## src/rtl/bram18k_pkg.sv

```systemverilog
// bram18k_pkg: mode constants and depth helper shared by the BRAM18K FIFO controller.
package bram18k_pkg;
   localparam int BRAM18K_X18_AW = 10;
   localparam int BRAM18K_X18_DW = 18;
   localparam int BRAM18K_X9_AW  = 11;
   localparam int BRAM18K_X9_DW  = 9;
   function automatic int bram18k_depth(input int aw);
      return 1 << aw;
   endfunction
endpackage

```

## src/rtl/bram18k_fifo_flags.sv

```systemverilog
// bram18k_fifo_flags: occupancy counter and registered full/empty/almost flags.
module bram18k_fifo_flags
   import bram18k_pkg::*;
#(
   parameter int ADDR_WIDTH = 10,
   parameter int AF_MARGIN  = 4,
   parameter int AE_MARGIN  = 4
) (
   input  logic                clk,
   input  logic                rst_n,
   input  logic                push_acc,
   input  logic                pop_acc,
   output logic [ADDR_WIDTH:0] count,
   output logic                full,
   output logic                empty,
   output logic                almost_full,
   output logic                almost_empty
);
   localparam int DEPTH = bram18k_depth(ADDR_WIDTH);
   localparam logic [ADDR_WIDTH:0] ONE    = (ADDR_WIDTH+1)'(1);
   localparam logic [ADDR_WIDTH:0] FULL_L = (ADDR_WIDTH+1)'(DEPTH);
   localparam logic [ADDR_WIDTH:0] AF_L   = (ADDR_WIDTH+1)'(DEPTH - AF_MARGIN);
   localparam logic [ADDR_WIDTH:0] AE_L   = (ADDR_WIDTH+1)'(AE_MARGIN);
   logic [ADDR_WIDTH:0] count_d;
   always_comb
      count_d = (push_acc & ~pop_acc) ? count + ONE :
                (pop_acc & ~push_acc) ? count - ONE : count;
   // Flags come from the next count so they line up with count after the edge.
   always_ff @(posedge clk or negedge rst_n)
      if (!rst_n) begin
         count        <= '0;
         full         <= 1'b0;
         empty        <= 1'b1;
         almost_full  <= 1'b0;
         almost_empty <= 1'b1;
      end else begin
         count        <= count_d;
         full         <= count_d == FULL_L;
         empty        <= count_d == '0;
         almost_full  <= count_d >= AF_L;
         almost_empty <= count_d <= AE_L;
      end
endmodule

```

## src/rtl/bram18k_fifo_ctrl.sv

```systemverilog
// bram18k_fifo_ctrl: single-clock FIFO controller for one DPRAM_18K_BLK (port 1 write, port 2 read).
// Defining BRAM18K_FIFO_ERR_EN adds sticky overflow_o/underflow_o outputs.
module bram18k_fifo_ctrl
   import bram18k_pkg::*;
#(
   parameter int ADDR_WIDTH = BRAM18K_X18_AW,
   parameter int DATA_WIDTH = BRAM18K_X18_DW,
   parameter int AF_MARGIN  = 4,
   parameter int AE_MARGIN  = 4
) (
   input  logic                  CLK_i,
   input  logic                  RESET_ni,
   input  logic                  push_i,
   input  logic [DATA_WIDTH-1:0] push_data_i,
   input  logic                  pop_i,
   output logic [DATA_WIDTH-1:0] pop_data_o,
   output logic                  pop_valid_o,
   output logic                  full_o,
   output logic                  empty_o,
   output logic                  almost_full_o,
   output logic                  almost_empty_o,
   output logic [ADDR_WIDTH:0]   count_o,
   output logic                  ram_wen1_o,
   output logic                  ram_ren1_o,
   output logic                  ram_wen2_o,
   output logic                  ram_ren2_o,
   output logic [ADDR_WIDTH-1:0] ram_wr1_addr_o,
   output logic [ADDR_WIDTH-1:0] ram_rd2_addr_o,
   output logic [DATA_WIDTH-1:0] ram_wdata1_o,
   input  logic [DATA_WIDTH-1:0] ram_rdata2_i
`ifdef BRAM18K_FIFO_ERR_EN
  ,output logic                  overflow_o,
   output logic                  underflow_o
`endif
);
   localparam logic [ADDR_WIDTH:0] ONE = (ADDR_WIDTH+1)'(1);
   logic [ADDR_WIDTH:0] wr_ptr, rd_ptr;
   logic push_acc, pop_acc;
   // Reset gating keeps the RAM quiet while RESET_ni is held low.
   assign push_acc       = push_i & ~full_o & RESET_ni;
   assign pop_acc        = pop_i & ~empty_o & RESET_ni;
   assign ram_wen1_o     = push_acc;
   assign ram_ren2_o     = pop_acc;
   assign ram_ren1_o     = 1'b0;
   assign ram_wen2_o     = 1'b0;
   assign ram_wr1_addr_o = wr_ptr[ADDR_WIDTH-1:0];
   assign ram_rd2_addr_o = rd_ptr[ADDR_WIDTH-1:0];
   assign ram_wdata1_o   = push_data_i;
   assign pop_data_o     = ram_rdata2_i;
   always_ff @(posedge CLK_i or negedge RESET_ni)
      if (!RESET_ni) begin
         wr_ptr      <= '0;
         rd_ptr      <= '0;
         pop_valid_o <= 1'b0;
      end else begin
         if (push_acc) wr_ptr <= wr_ptr + ONE;
         if (pop_acc) rd_ptr <= rd_ptr + ONE;
         pop_valid_o <= pop_acc;
      end
`ifdef BRAM18K_FIFO_ERR_EN
   always_ff @(posedge CLK_i or negedge RESET_ni)
      if (!RESET_ni) begin
         overflow_o  <= 1'b0;
         underflow_o <= 1'b0;
      end else begin
         overflow_o  <= overflow_o | (push_i & full_o);
         underflow_o <= underflow_o | (pop_i & empty_o);
      end
`endif
   bram18k_fifo_flags #(
      .ADDR_WIDTH(ADDR_WIDTH),
      .AF_MARGIN (AF_MARGIN),
      .AE_MARGIN (AE_MARGIN)
   ) u_flags (
      .clk         (CLK_i),
      .rst_n       (RESET_ni),
      .push_acc    (push_acc),
      .pop_acc     (pop_acc),
      .count       (count_o),
      .full        (full_o),
      .empty       (empty_o),
      .almost_full (almost_full_o),
      .almost_empty(almost_empty_o)
   );
endmodule

```

## config.mk

```make
export PLATFORM = sky130hd
export DESIGN_NAME = bram18k_fifo_ctrl
export DESIGN_NICKNAME = d
export VERILOG_FILES = /design/src/rtl/bram18k_pkg.sv /design/src/rtl/bram18k_fifo_flags.sv /design/src/rtl/bram18k_fifo_ctrl.sv
export SDC_FILE = /design/constraint.sdc
export NUM_CORES = 1
export LEC_CHECK = 0
export ABC_AREA = 1
export CAP_MARGIN = 20
export CORE_MARGIN = 1
export CORE_UTILIZATION = 40
export CTS_BUF_LIST = sky130_fd_sc_hd__clkbuf_8 sky130_fd_sc_hd__clkbuf_16
export DETAILED_ROUTE_END_ITERATION = 8
export MAX_ROUTING_LAYER = met4
export PLACE_DENSITY = 0.8
export REMOVE_ABC_BUFFERS = 1
export SETUP_SLACK_MARGIN = 0.15
export SLEW_MARGIN = 25
export SYNTH_ARGS = -nofsm -noshare
export SYNTH_HDL_FRONTEND = slang
export SYNTH_SLANG_ARGS = --single-unit
```

## constraint.sdc

```tcl
create_clock -name CLK_i -period 2.3 [get_ports CLK_i]
set_clock_uncertainty 0.1 [all_clocks]
set_input_delay 0.46 -clock CLK_i [delete_from_list [all_inputs] [get_ports CLK_i]]
set_output_delay 0.46 -clock CLK_i [all_outputs]
set_load 0.01 [all_outputs]
```

# After elaboration in Yosys (flattened, before gate mapping)
# Cells that the tools add are included.
# totals
word_cells	28
reg_bits	38
# op_classes
n_eq_ne	1
reduce_logical	1
bitwise	10
n_addsub	4
mux	2
n_lt_le_gt_ge	2
# op_table
cell	count
adder 11 x 1 -> 11 bit, second input constant	3
2-to-1 mux 11 bit	2
equality test 11 bit, second input constant	1
>= comparator 11 x 10 -> 1 bit, second input constant	1
<= comparator 11 x 3 -> 1 bit, second input constant	1
zero test 11 bit	1
subtractor 11 x 1 -> 11 bit, second input constant	1
bitwise AND 1 bit	6
NOT 1 bit	4

# Logic depth before layout (Yosys ltp)
# logic_depth
word_depth	8
ltp_mapped	13
depth_no_buf	13

# Modules after synthesis
# A second synthesis with hierarchy kept.
# hier_totals
hier_cells	307
area_unflattened_um2	2354.8
# modules_own_cells
mod	seq_area_each_um2	instances	area_per_inst_um2	cells_per_inst
bram18k_fifo_ctrl	525.5	1	1326.3	153
bram18k_fifo_flags	377.9	1	1028.5	154

# Least setup slack after synthesis
# OpenSTA, ideal clock, no wires.
# synth_timing
path_type	register -> register
startpoint	reg u_flags.full
endpoint	reg wr_ptr[9]
stages_incl_launch_ff	9
setup_time_ps	118
setup_slack_ps	617
arrival_ps	1465
required_ps	2082
n_path_buf	0
period_less_slack_ps	1683
path_cell_list	dfrtp_1 inv_1 nand3_4 nor2_1 nand3_1 nor3b_2 nand3_1 xor2_1 inv_1
# synth_via
elab_chain_len	3
# synth_rtl
item	line	rtl
start: declaration	bram18k_fifo_flags.sv:14	output logic full,
start signal: assignment	bram18k_fifo_flags.sv:32	full <= 1'b0;
start signal: assignment	bram18k_fifo_flags.sv:38	full <= count_d == FULL_L;
NOT 1 bit	bram18k_fifo_ctrl.sv:40	assign push_acc = push_i & ~full_o & RESET_ni;
bitwise AND 1 bit (2 in a row)	bram18k_fifo_ctrl.sv:40	
end signal: assignment	bram18k_fifo_ctrl.sv:56	if (push_acc) wr_ptr <= wr_ptr + ONE;
end: declaration	bram18k_fifo_ctrl.sv:37	logic [ADDR_WIDTH:0] wr_ptr, rd_ptr;
# Every way passes these cells.
# A chain may end at the register's enable or synchronous reset.

# Worst setup path after layout
# layout_timing
startpoint	in push_i
endpoint	out ram_wen1_o
# layout_via
elab_chain_len	2
# layout_rtl
item	line	rtl
start: declaration	bram18k_fifo_ctrl.sv:13	input logic push_i,
bitwise AND 1 bit (2 in a row)	bram18k_fifo_ctrl.sv:40	
end: declaration	bram18k_fifo_ctrl.sv:23	output logic ram_wen1_o,
# Every way passes these cells.

==> impl_metrics.json <==
{
  "fin_area_um2": 2691,
  "hp-class": "in -> async",
  "cts_tree": "built",
  "clk_latency_ns": 0.29,
  "cts.clk_slew.worst_paths_ns": 0.08,
  "syn2layout_area_growth_pct": 18.32,
  "syn_inst": 281,
  "dpl_cell_area_um2": 2564,
  "synth_cell_type_count": 26,
  "grt-ovfl-total": 0,
  "drt.antenna.violating_nets": 0,
  "r2r_slack_ns": 0.38,
  "start_util_pct": 41.31,
  "grt_setup_unrepaired": "true",
  "period_minus_slack_ns": 2.088,
  "h-tree-depth": 2,
  "synth_top_family_by_area": "simple AND/OR/NAND/NOR gates",
  "via_per_inst": 4.896,
  "first_pass_iters": 4,
  "synth_top_area_cell": "dfrtp_1",
  "period_share_pct": 90.77,
  "muxShareOfSynthArea_pct": 0,
  "synth-simple-area-share_pct": 31.02,
  "grt.total_usage_pct": 20.66,
  "dp_hpwl_mm": 4.461,
  "core_um2": 5507,
  "worstSetupStartpoint": "push_i",
  "chipHeight_um": 77.41,
  "wl_per_cell_um": 15.23,
  "synth-async-reset-ratio_pct": 100.0,
  "root_buffer": "clkbuf_8",
  "diodes": 0,
  "powerDensity_nw_per_um2": 1050,
  "place.port_buffers": 41,
  "status": "complete, no violations",
  "setup_slack_ns": 0.2123,
  "dp_slack_ns": -0.08479,
  "place_congestion": 0.9135,
  "max_freq_mhz": 479.0,
  "yosysSeqAreaShare_pct": 39.71,
  "finalHoldViolations": 0,
  "clock_sinks": 36,
  "worst_setup_path_start_kind": "primary input",
  "required_ns": 1.74,
  "die_x_um": 77.41,
  "arrival_ns": 1.53,
  "endpoint_kind": "primary output",
  "synth_edf_count": 0,
  "synthXorXnorAreaFrac_pct": 7.316,
  "drive_gt1_share_pct": 14.19,
  "r2r_start": "u_flags.count[0]",
  "antenna_found_initial": 0,
  "cts_buffers": 5,
  "synth_seq_cells": 36,
  "drt-initial-drc-count": 88,
  "synth.top_cells.by_area": "dfrtp_1 37%, buf_4 13%, nand2_1 10%",
  "layout.nets": 346,
  "grt_first_pass_wirelength_mm": 8.935,
  "vias": 1836,
  "crit_fanout": 2,
  "synth_top_area_share_pct": 37.40,
  "slew_viol_final": 0,
  "tns_ns": 0,
  "ys_warn_count": 0,
  "synth_flop_cell": "dfrtp_1",
  "rr_endpoint": "u_flags.empty",
  "peakVddDrop_uv": 548.4,
  "grt_start_max_net_pins": 29,
  "cap_viol_max_count": 0,
  "drt-total-wl_mm": 5.711,
  "syn_area_um2": 2275,
  "leakage_nw": 1.338,
  "crit_type": "in -> out",
  "drc": 0,
  "synth_compound_area_share_pct": 1.595,
  "ff2ff_path_depth": 12,
  "clockBufferDepth": 2,
  "die-area_um2": 5992,
  "ios": 116,
  "num_rows": 27,
  "setup_violations": 0,
  "power_mw": 2.825,
  "grt_pass1_vias": 1712,
  "avgSynthCellArea_um2": 8.095,
  "synth_fa_ha_area_share_pct": 2.200
}
-- critical path, cell delays in order --
cell             delay, ns
dlygate4sd2_1         0.31
nand2_2               0.12
nor2_8                0.09
clkdlybuf4s50_1       0.54
-- worst max-delay path by stage --
stage | endpoint | cells after the start
2_1_floorplan | wr_ptr[9] | 8
3_3_place_gp | ram_wen1_o | 4
3_5_place_dp | u_flags.empty | 11
4_1_cts | ram_wen1_o | 4
5_1_grt | u_flags.almost_full | 14
6_report | ram_wen1_o | 4
-- area by class of cell --
type | count | area (um^2)
Multi-Input combinational cell | 175 | 980.9
Clock buffer | 5 | 68.82
Clock inverter | 3 | 46.29
Timing Repair Buffer | 51 | 478.0
Inverter | 33 | 123.9
Sequential cell | 36 | 903.4
Tap cell | 72 | 90.09
Fill cell | 529 | 2815
-- synthesized netlist by cell type, types with 3 or more instances --
cell type / number
dfrtp_1: 34
ha_1: 4
buf_4: 38
o21ai_0: 3
nand3_1: 26
inv_1: 33
nand4_1: 4
nor3_1: 5
xor2_1: 15
nand2_1: 62
nand2_2: 6
nor2_1: 29
xnor2_1: 4
nor2_4: 3
-- power by group --
group	leakage (nW)	internal (mW)	switching [mW]
clock	0.0548	0.327	0.249
sequential	0.429	0.814	0.231
combinational	0.854	0.601	0.604
-- cells by family after synthesis --
family,Yosys count
AND/OR/NAND/NOR,145
buffers and inverters,71
AO/OA/AOI/OAI,5
XOR/XNOR,19
other,1
flip-flops,36
adder cells (fa/ha/maj),4
-- registers in the layout, summed over array words and instances (netlist names) --
register	count
pop_valid_o	1
rd_ptr	10
u_flags.almost_empty	1
u_flags.almost_full	1
u_flags.count	11
u_flags.empty	1
u_flags.full	1
wr_ptr	10
-- layer usage --
metal  track usage [%]  share of wire [%]
met4             3.774               0.74
met2             27.43                 43
met3             15.65                 14
met5                 -                  0
met1             24.81                 42
-- cells in the final DEF (no fill, tap or decap), drive strengths merged, types with 5 or more instances in the layout --
master | synthesis | layout
dfrtp | 34 | 34
nand3 | 28 | 28
nor3 | 6 | 6
nor2 | 35 | 35
xor2 | 15 | 15
nand2 | 70 | 70
clkdlybuf4s50 | 0 | 38
inv | 33 | 34
clkbuf | 0 | 5
buf | 38 | 11
-- timing repair --
item	in CTS	in global routing
resized for setup	2	3
pin swaps	0	0
endpoints found under the setup margin	2	4
hold buffers	0	0
cloned	0	0
setup buffers	0	0
-- metrics by stage --
stage	hold slack (ns)	util (%)	instances
after floorplan	0.06441	-	244
final	0.1248	48.88	375
after global placement	0.3664	46.56	367
after global routing	0.1480	48.88	375
after CTS	0.1294	48.60	375
after detailed placement	0.3577	46.56	367
Power figures use the tool's default switching activity.
